### src/rtl/sar_adc_ctrl.sv
// Successive-approximation ADC controller: drives trial codes onto the R-2R DAC and resolves one bit
// per step from a synchronized comparator. Define SAR_CONTINUOUS_EN for back-to-back conversions.
`timescale 1ns/1ps
module sar_adc_ctrl #(
    parameter int N_BITS        = 10,
    parameter int SETTLE_CYCLES = 4
) (
    input  logic              clk,
    input  logic              rst_n,
    input  logic              start,
    input  logic              comp_in,
    output logic [N_BITS-1:0] dac_code,
    output logic              busy,
    output logic [N_BITS-1:0] result,
    output logic              valid
);
    localparam int IDX_W = (N_BITS > 1) ? $clog2(N_BITS) : 1;
    localparam int CNT_W = $clog2(SETTLE_CYCLES);
    localparam logic [IDX_W-1:0]  IDX_TOP  = IDX_W'(N_BITS - 1);
    localparam logic [CNT_W-1:0]  CNT_LOAD = CNT_W'(SETTLE_CYCLES - 1);
    localparam logic [N_BITS-1:0] MSB_CODE = N_BITS'(1) << (N_BITS - 1);

    // The settle window must outlast the two synchronizer flops, or DECIDE sees a stale comparator.
    generate
        if (SETTLE_CYCLES < 3) begin : g_bad_settle
            $error("sar_adc_ctrl: SETTLE_CYCLES must be at least 3");
        end
    endgenerate

    typedef enum logic [1:0] {IDLE, SETTLE, DECIDE} state_t;

    state_t             state;
    logic [IDX_W-1:0]   idx;
    logic [IDX_W-1:0]   idx_dn;
    logic [CNT_W-1:0]   cnt;
    logic               comp_m;
    logic               comp_s;
    logic [N_BITS-1:0]  decided;
    logic [N_BITS-1:0]  next_trial;

    always_ff @(posedge clk or negedge rst_n) begin
        if (!rst_n) begin
            comp_m <= 1'b0;
            comp_s <= 1'b0;
        end else begin
            comp_m <= comp_in;
            comp_s <= comp_m;
        end
    end

    assign idx_dn = idx - IDX_W'(1);

    always_comb begin
        decided = dac_code;
        if (!comp_s) begin
            decided[idx] = 1'b0;
        end
        next_trial = decided;
        if (idx != '0) begin
            next_trial[idx_dn] = 1'b1;
        end
    end

    // start is a level request honoured only in IDLE; valid is a one-cycle pulse with no
    // back-pressure, and result holds its value until the next valid pulse.
    always_ff @(posedge clk or negedge rst_n) begin
        if (!rst_n) begin
            state    <= IDLE;
            dac_code <= '0;
            result   <= '0;
            valid    <= 1'b0;
            busy     <= 1'b0;
            idx      <= '0;
            cnt      <= '0;
        end else begin
            valid <= 1'b0;
            case (state)
                IDLE: begin
                    if (start) begin
                        state    <= SETTLE;
                        dac_code <= MSB_CODE;
                        idx      <= IDX_TOP;
                        cnt      <= CNT_LOAD;
                        busy     <= 1'b1;
                    end
                end
                SETTLE: begin
                    if (cnt == '0) begin
                        state <= DECIDE;
                    end else begin
                        cnt <= cnt - CNT_W'(1);
                    end
                end
                DECIDE: begin
                    if (idx != '0) begin
                        dac_code <= next_trial;
                        idx      <= idx_dn;
                        cnt      <= CNT_LOAD;
                        state    <= SETTLE;
                    end else begin
                        result <= decided;
                        valid  <= 1'b1;
`ifdef SAR_CONTINUOUS_EN
                        dac_code <= MSB_CODE;
                        idx      <= IDX_TOP;
                        cnt      <= CNT_LOAD;
                        state    <= SETTLE;
`else
                        dac_code <= decided;
                        busy     <= 1'b0;
                        state    <= IDLE;
`endif
                    end
                end
                default: state <= IDLE;
            endcase
        end
    end
endmodule

### config.mk
export PLATFORM = sky130hd
export DESIGN_NAME = sar_adc_ctrl
export DESIGN_NICKNAME = d
export VERILOG_FILES = /design/src/rtl/sar_adc_ctrl.sv
export SDC_FILE = /design/constraint.sdc
export NUM_CORES = 1
export LEC_CHECK = 0
export CORE_MARGIN = 2
export CORE_UTILIZATION = 45
export DETAILED_ROUTE_END_ITERATION = 10
export GPL_ROUTABILITY_DRIVEN = 0
export HOLD_SLACK_MARGIN = 0.05
export PLACE_DENSITY = 0.72
export REMOVE_ABC_BUFFERS = 1
export SETUP_SLACK_MARGIN = 0.2
export SLEW_MARGIN = 20
export SYNTH_ARGS = -nofsm -noshare
export SYNTH_HDL_FRONTEND = slang
export SYNTH_SLANG_ARGS = --single-unit
export TNS_END_PERCENT = 50
### constraint.sdc
create_clock -name clk -period 2.15 [get_ports clk]
set_clock_uncertainty 0.15 [all_clocks]
set_input_delay 0.3225 -clock clk [delete_from_list [all_inputs] [get_ports clk]]
set_output_delay 0.3225 -clock clk [all_outputs]
set_load 0.05 [all_outputs]
==> Word level (Yosys, flattened, before mapping) <==
Cells that the tools add are included.
{ "totals": {"inputBits": 4, "out_inout_bits": 22, "word_cells": 63, "register_bits": 32} }
{ "classes": {"n_lt_le_gt_ge": 4, "n_reduce_logical": 13, "n_addsub": 2, "n_eq_ne": 7, "bitwise_logic": 4, "mux": 24} }
{ "ops": {"columns": ["operator", "count"], "rows": [
  ["$mux 10", 3],
  ["$pmux 10 s2", 1],
  ["$pmux 2 s3", 2],
  ["$and 10x10->10", 1],
  ["$lt 4x5->1 const B", 2],
  ["$mux 2", 5],
  ["$ne 2x2->1 const B", 5],
  ["$not 10->10", 1],
  ["$or 10x10->10", 1],
  ["$demux 1 s4", 2],
  ["$ge 4x1->1 const B", 2],
  ["$mux 4", 2],
  ["$pmux 4 s2", 1],
  ["$mux 1", 7],
  ["$reduce_and 2->1", 3],
  ["$reduce_and 3->1", 2],
  ["$logic_not 2->1", 2],
  ["$reduce_and 4->1", 1],
  ["$reduce_bool 4->1", 1],
  ["$sub 4x1->4 const B", 1],
  ["$reduce_bool 3->1", 1],
  ["$eq 2x1->1 const B", 1],
  ["$eq 2x2->1 const B", 1],
  ["$logic_and 1x1->1", 2],
  ["other kinds (4)", 4]
]} }

==> Logic depth before layout (Yosys ltp) <==
Gate-level depths: netlist (run 1).
{ "depth": {"ltp_word": 10, "mapped_depth": 7} }

==> Least setup slack after synthesis (run 1) <==
No wires, ideal clock.
{ "synth_path": {"kind": "register -> register", "from": "register idx[0]", "to": "register result[9]", "t_required_ns": 1.875, "n_path_buf": 1, "arrival_time_ns": 1.583, "setup_time_ns": 0.125, "slack_ns": 0.292, "stages_incl_launch_ff": 7, "cell_sequence": "dfrtp_1 -> inv_1 -> ha_1 -> nor3b_4 -> nand2_1 -> buf_2 -> mux2_4"} }
{ "synth_via": {"elab_chain_len": 7, "elab_cells_between_ends": 11, "cone_classes": "order compare: 2; mux: 3; bitwise: 3; reduce/logical: 3"} }
{ "synth_rtl": {"columns": ["element", "line_no", "rtl"], "rows": [
  ["start, declared", "33", "logic [IDX_W-1:0] idx;"],
  ["start signal, assigned", "97", "idx <= idx_dn;"],
  ["$lt 4x5->1 (implied by the code) or $ge 4x1->1 (tied branches)", "56", "decided[idx] = 1'b0;"],
  ["$logic_and 1x1->1 (implied by the code)", "56", null],
  ["$mux 1 (implied by the code)", "56", null],
  ["$demux 1 s4", "56", null],
  ["$not 10->10 (no source line)", null, null],
  ["$and 10x10->10 (no source line)", null, null],
  ["$mux 10", "55", "if (!comp_s) begin"],
  ["end signal, assigned", "101", "result <= decided;"],
  ["end, declared", "14", "output logic [N_BITS-1:0] result,"]
]} }
Parallel ways exist; a longest one is shown, timed or not.
A chain may end at the register's enable or synchronous reset.

==> Worst setup path in the final report (run 1) <==
{ "layout_path": {"from": "register busy", "to": "output busy"} }
{ "layout_lines": {"columns": ["element", "line_no", "rtl"], "rows": [
  ["start, declared", "13", "output logic busy,"],
  ["start signal, assigned", "72", "busy <= 1'b0;"],
  ["start signal, assigned", "84", "busy <= 1'b1;"],
  ["start signal, assigned", "110", "busy <= 1'b0;"]
]} }
No word-level cell between the ends.

==> results of run 1 <==
[where the power goes]
part	switching, mW	internal, mW
clock network	0.200	0.219
registers	0.124	0.689
logic	0.519	0.338
total	0.842	1.25
[stage by stage]
stage	utilization	instance area [um2]	power [mW]
after floorplan	-	1600	1.39
after global placement	0.547	1970	1.64
after detailed placement	0.547	1970	1.67
after CTS	0.568	2050	2.10
after global routing	0.574	2070	2.25
final	0.574	2070	2.09
[area by class of cell]
cell class	instances	area (um2)	share of cell area
sequential	32	801	0.387
multi-input combinational	126	772	0.373
timing repair buffer	34	327	0.158
clock buffer	6	72.6	0.0350
tap	48	60.1	0.0290
inverter	9	33.8	0.0163
clock inverter	1	5.00	0.00242
[per-layer routing]
| metal | track usage | up-vias |
|---|---|---|
| met3 | 0.0486 | 10 |
| met5 | 0 | - |
| li1 | - | 677 |
| met2 | 0.354 | 46 |
| met1 | 0.235 | 656 |
| met4 | 0.0718 | 0 |
[placed cells by master, fill, tap and decap left out, types with 7 or more instances in the layout]
master	instances
dfrtp_1	32
o21ai_0	25
nand2_1	22
clkdlybuf4s50_1	20
nor2_1	10
buf_4	9
inv_1	8
a21oi_1	8
nor3_1	8
ha_1	7
[registers in the layout, summed over array words and instances (netlist names)]
register and count:
dac_code 10, result 10, idx 4, cnt 2, state 2, busy 1
comp_m 1, comp_s 1, valid 1
[timing repair]
item                       4_1_cts  5_1_grt
hold endpoints to repair         0        0
resized for setup                1        8
buffers inserted                 0        1
hold buffers                     0        0
setup endpoints to repair        2       23
[worst paths after layout]
check / startpoint / endpoint / slack (ps) / cells after the start
max: busy$_DFFE_PN0P_ / busy / 220 / 1
min: comp_m$_DFF_PN0_ / comp_s$_DFF_PN0_ / 200 / 0
max reg2reg: idx[0]$_DFFE_PN0P_ / idx[0]$_DFFE_PN0P_ / 320 / 6
min reg2reg: comp_m$_DFF_PN0_ / comp_s$_DFF_PN0_ / 200 / 0
max in group asynchronous: rst_n / state[0]$_DFFE_PN0P_ / 1270 / 2
min in group asynchronous: rst_n / dac_code[2]$_DFFE_PN0P_ / 290 / 2
[cell families (layout without fill, tap and decap cells)]
kind of cell | after synthesis | after routing
multiplexers | 2 | 2
XOR/XNOR | 3 | 3
AND/OR/NAND/NOR | 56 | 56
AO/OA/AOI/OAI | 58 | 58
adder cells (fa/ha/maj) | 7 | 7
buffers and inverters | 18 | 50
flip-flops | 32 | 32
==> results.py, run 1 <==
metrics = {
    "outcome": {
        "status": "finished, final reports clean",
    },
    "grt": {
        "grt_pass1_wl_um": 6380,
        "grt_pass1_vias": 1361,
        "antenna_found_initial": 0,
        "grt-ovfl-total": 0,
        "grt_use_total": 0.200,
        "grt_max_degree": 33,
    },
    "sta": {
        "slew_viol_final": 0,
        "whs_ps": 204,
        "rsz0062_at_grt": "true",
        "fin_tns_setup_ps": 0,
        "setup_viol": 0,
        "worst_slack_ps": 216,
        "fin_crit_sh": 0.899,
        "finalCriticalPeriod_ps": 1930,
        "worstMarginPinSlew_ps": 504,
        "finalHoldViolCount": 0,
        "relSlewSlack": 0.664,
        "fmax_ghz": 0.517,
    },
    "yosys": {
        "ys_types": 39,
        "synthArstFlopShare": 1.00,
        "yosys.area.top_type": "dfrtp_1",
        "synth_compound_area_frac": 0.219,
        "ys_warn_count": 0,
        "synth-seq-cells": 32,
        "yosys-mux-area-fraction": 0.0159,
        "synthSimpleGateAreaFrac": 0.160,
        "synth-main-ff-cell": "dfrtp_1",
        "synth_top_family_by_area": "compound AO/OA/AOI/OAI gates",
        "post_synth_fa_ha_maj_area_fraction": 0.0530,
        "synth-xor-area-share": 0.0159,
        "netlist_area_um2": 1650,
        "synth_seq_area_share": 0.484,
        "syn_inst": 176,
        "synthTopCellsByCount": "dfrtp_1 (32), o21ai_0 (26), nand2_1 (23), nor2_1 (11), inv_1 (9)",
        "ys_top_cells_by_area": "dfrtp_1 (48%), o21ai_0 (7.9%), ha_1 (5.3%)",
        "synth-edff-count": 0,
        "post-synth-top-count-cell": "dfrtp_1",
        "avgSynthCellArea_um2": 9.39,
        "yosysTopAreaCellShare": 0.484,
    },
    "cts": {
        "worstSkewPairLatency_ps": 280,
        "htreeDepth": 2,
        "cts_tree": "done",
        "clockBufferDepth": 2,
        "cts_sinks": 32,
        "cts-root-buf": "clkbuf_8",
        "cts_buffers": 5,
        "path_clk_slew_ps": 60,
    },
    "drt": {
        "top_layer_used": "met4",
        "vias": 1389,
        "met2_length_um": 1860,
        "postRouteAntennaNets": 0,
        "wl_met3_um": 184,
        "avgViaCountPerCell": 5.43,
        "drt-met1-wl_um": 1500,
        "first_iter_violations": 68,
        "drc": 0,
        "drt-total-wl_um": 3620,
        "drt-wirelength-per-cell_um": 14.1,
        "drtPass1Iterations": 6,
    },
    "placement": {
        "placedCellCount": 248,
        "port_buffers": 25,
        "dpl.hpwl_um": 2710,
        "place_ws_ps": 275,
    },
    "critical_path": {
        "worst-endpoint-arrival_ps": 1460,
        "start_kind": "register",
        "crit_fanout": 3,
        "critical_path.endpoint_type": "output pin",
        "crit_type": "reg2out",
        "crit_buf_inv": 1,
        "critical-path-top-delay-family": "buffers and inverters",
        "crit_required_ps": 1680,
        "critPathSlowestCell": "clkdlybuf4s50_1",
        "path_cells": "clkdlybuf4s50_1",
        "cpPeakStageDelay_ps": 810,
    },
    "flow_run": {
        "maxCapViolations": 0,
    },
    "cells_and_area": {
        "nFillCells": 321,
        "syn2layout_area_growth_pct": 25.3,
        "final-instance-count-excl-fill": 256,
        "nNetsFinal": 219,
        "final_layout_size_suffix_gt1_frac": 0.111,
        "insertedDiodeCount": 0,
    },
    "die": {
        "fp.dieArea_um2": 4170,
        "ios": 26,
        "row_count": 22,
        "die_x_um": 64.6,
        "start_util": 0.458,
        "coreArea_um2": 3610,
        "fp.dieH_um": 64.6,
    },
    "min_path": {
        "hold_path_class": "reg2reg",
    },
    "power_and_ir_drop": {
        "cellPowerDensity_nw_per_um2": 1010,
        "p_leak_nw": 0.929,
        "ir_worst_vdd_mv": 0.643,
    },
}
Note: power is estimated with default switching activity, not from simulation.
==> run 2: changes to the inputs <==
==> constraint.sdc (replaced) <==
create_clock -name clk -period 2.15 [get_ports clk]
set_clock_uncertainty 0.15 [all_clocks]
set_input_delay 0.3225 -clock clk [delete_from_list [all_inputs] [get_ports clk]]
set_output_delay 0.3225 -clock clk [all_outputs]
set_load 0.01 [all_outputs]
==> results.py, run 2 (same netlist as run 1, synthesis figures left out) <==
metrics = {
    "outcome": {
        "status": "finished, final reports clean",
    },
    "drt": {
        "drt-wirelength-per-cell_um": 14.2,
        "top_layer_used": "met4",
        "drt-total-wl_um": 3680,
        "avgViaCountPerCell": 5.45,
        "drc": 0,
        "drt-met1-wl_um": 1590,
        "met2_length_um": 1820,
        "first_iter_violations": 107,
        "postRouteAntennaNets": 0,
        "vias": 1406,
        "wl_met3_um": 201,
        "drtPass1Iterations": 5,
    },
    "placement": {
        "placedCellCount": 248,
        "dpl.hpwl_um": 2660,
        "port_buffers": 25,
    },
    "sta": {
        "fmax_ghz": 0.550,
        "rsz0062_at_grt": "true",
        "slew_viol_final": 0,
        "finalHoldViolCount": 0,
        "fin_crit_sh": 0.846,
        "worstMarginPinSlew_ps": 497,
        "setup_viol": 0,
        "relSlewSlack": 0.669,
        "finalCriticalPeriod_ps": 1820,
    },
    "cells_and_area": {
        "insertedDiodeCount": 0,
        "utilization": 0.586,
        "final_cell_mix": "dfrtp_1 (32), o21ai_0 (25), clkdlybuf4s50_1 (25)",
        "mostFrequentLayoutCell": "dfrtp_1",
        "nFillCells": 314,
        "reg_top3": "dac_code: 10 flops, result: 10 flops, idx: 4 flops",
        "syn2layout_area_growth_pct": 27.9,
        "final-instance-count-excl-fill": 258,
        "final_layout_size_suffix_gt1_frac": 0.110,
        "nNetsFinal": 220,
    },
    "die": {
        "fp.dieArea_um2": 4170,
        "die_x_um": 64.6,
        "start_util": 0.458,
        "row_count": 22,
        "coreArea_um2": 3610,
        "ios": 26,
        "fp.dieH_um": 64.6,
    },
    "cts": {
        "cts_buffers": 5,
        "path_clk_slew_ps": 60,
        "htreeDepth": 2,
        "cts_tree": "done",
        "cts_sinks": 32,
        "worstSkewPairLatency_ps": 280,
        "cts-root-buf": "clkbuf_8",
        "hold_buffers": 0,
        "clockBufferDepth": 2,
    },
    "critical_path": {
        "start_kind": "register",
        "reg2reg_depth": 7,
        "crit_required_ps": 2190,
        "endpoint": "dac_code[8]$_DFFE_PN0P_",
        "crit_buf_inv": 2,
        "cpPeakStageDelay_ps": 340,
        "reg2reg_slack_ps": 330,
        "crit_type": "reg2reg",
        "critical-path-top-delay-family": "simple AND/OR/NAND/NOR gates",
        "worst-endpoint-arrival_ps": 1860,
        "reg2reg_from": "idx[0]$_DFFE_PN0P_",
        "cp.depth": 7,
        "r2r-end": "dac_code[8]$_DFFE_PN0P_",
        "setup.worst_path.start": "idx[0]$_DFFE_PN0P_",
        "crit_fanout": 5,
        "path_cells": "inv_1 > ha_1 > nor3b_4 > buf_4 > nor2_1 > nand2_1 > o221ai_1",
        "critical_path.endpoint_type": "register",
        "critPathSlowestCell": "dfrtp_1",
    },
    "grt": {
        "antenna_found_initial": 0,
        "grt-ovfl-total": 0,
        "grt_pass1_vias": 1345,
        "grt_use_total": 0.199,
        "grt_max_degree": 33,
        "grt_pass1_wl_um": 6350,
    },
    "min_path": {
        "hp-start": "comp_m$_DFF_PN0_",
        "hold_depth": 0,
        "hold_path_class": "reg2reg",
    },
    "power_and_ir_drop": {
        "p_leak_nw": 0.900,
        "cellPowerDensity_nw_per_um2": 1050,
        "seq_power_share": 0.366,
        "p_sw_uw": 782,
        "clkPwrFrac": 0.280,
        "p_comb_frac": 0.353,
        "intPower_mw": 1.44,
        "sw_frac_of_total": 0.352,
        "ir_worst_vdd_mv": 0.631,
    },
    "flow_run": {
        "maxCapViolations": 0,
    },
}
## run 2: cell types whose count changed in the layout (fill, tap and decap cells not counted)
cell | before | now
clkinv_2 | 1 | 0
dlygate4sd2_1 | 1 | 0
inv_1 | 8 | 9
nand2_2 | 1 | 0
clkbuf_1 | 1 | 0
clkbuf_8 | 5 | 7
bufinv_16 | 0 | 1
dlymetal6s2s_1 | 4 | 0
nor2_2 | 1 | 0
buf_4 | 9 | 10
clkdlybuf4s50_1 | 20 | 25
inv_2 | 1 | 0
nor2_1 | 10 | 11
nand2_1 | 22 | 23
## run 2: layout make-up
class | count | area, um2 | area share
tap | 48 | 60.1 | 0.0284
timing repair buffer | 35 | 325 | 0.154
multi-input combinational | 126 | 767 | 0.363
clock inverter | 1 | 30.0 | 0.0142
clock buffer | 7 | 96.3 | 0.0456
inverter | 9 | 33.8 | 0.0160
sequential | 32 | 801 | 0.379
## run 2: repair_timing
item,in CTS,in global routing
resized for setup,0,1
buffers inserted,0,2
setup endpoints to repair,0,4
## run 2: layer usage
layer / vias up / GRT usage
li1: 683 / -
met1: 667 / 0.245
met2: 49 / 0.332
met3: 7 / 0.0538
met4: 0 / 0.0798
met5: - / 0
## run 2: worst min-delay path by stage
stage | endpoint | slack [ps]
final | comp_s$_DFF_PN0_ | 200
after CTS | comp_s$_DFF_PN0_ | 200
after global placement | comp_s$_DFF_PN0_ | 180
after global routing | comp_s$_DFF_PN0_ | 220
after floorplan | busy$_DFFE_PN0P_ | -120
after detailed placement | comp_s$_DFF_PN0_ | 190
## run 2: power groups by stage
stage / Clock [mW] / Sequential (mW) / Combinational [mW]
global route: 0.673 / 0.827 / 0.878
CTS: 0.638 / 0.812 / 0.777
global placement: 0 / 0.815 / 0.741
finish: 0.623 / 0.813 / 0.784
floorplan: 0 / 0.826 / 0.484
detailed placement: 0 / 0.822 / 0.770
## run 2: stage by stage
step / power, mW / setup slack [ps] / hold WS [ps] / TNS (ps) / cell area (um2)
after floorplan: 1.31 / -49.6 / -123 / -49.6 / 1600
after global placement: 1.56 / 311 / 183 / 0 / 1970
after detailed placement: 1.59 / 274 / 188 / 0 / 1970
after CTS: 2.23 / 262 / 202 / 0 / 2100
after global routing: 2.38 / 184 / 220 / 0 / 2110
final: 2.22 / 332 / 199 / 0 / 2110
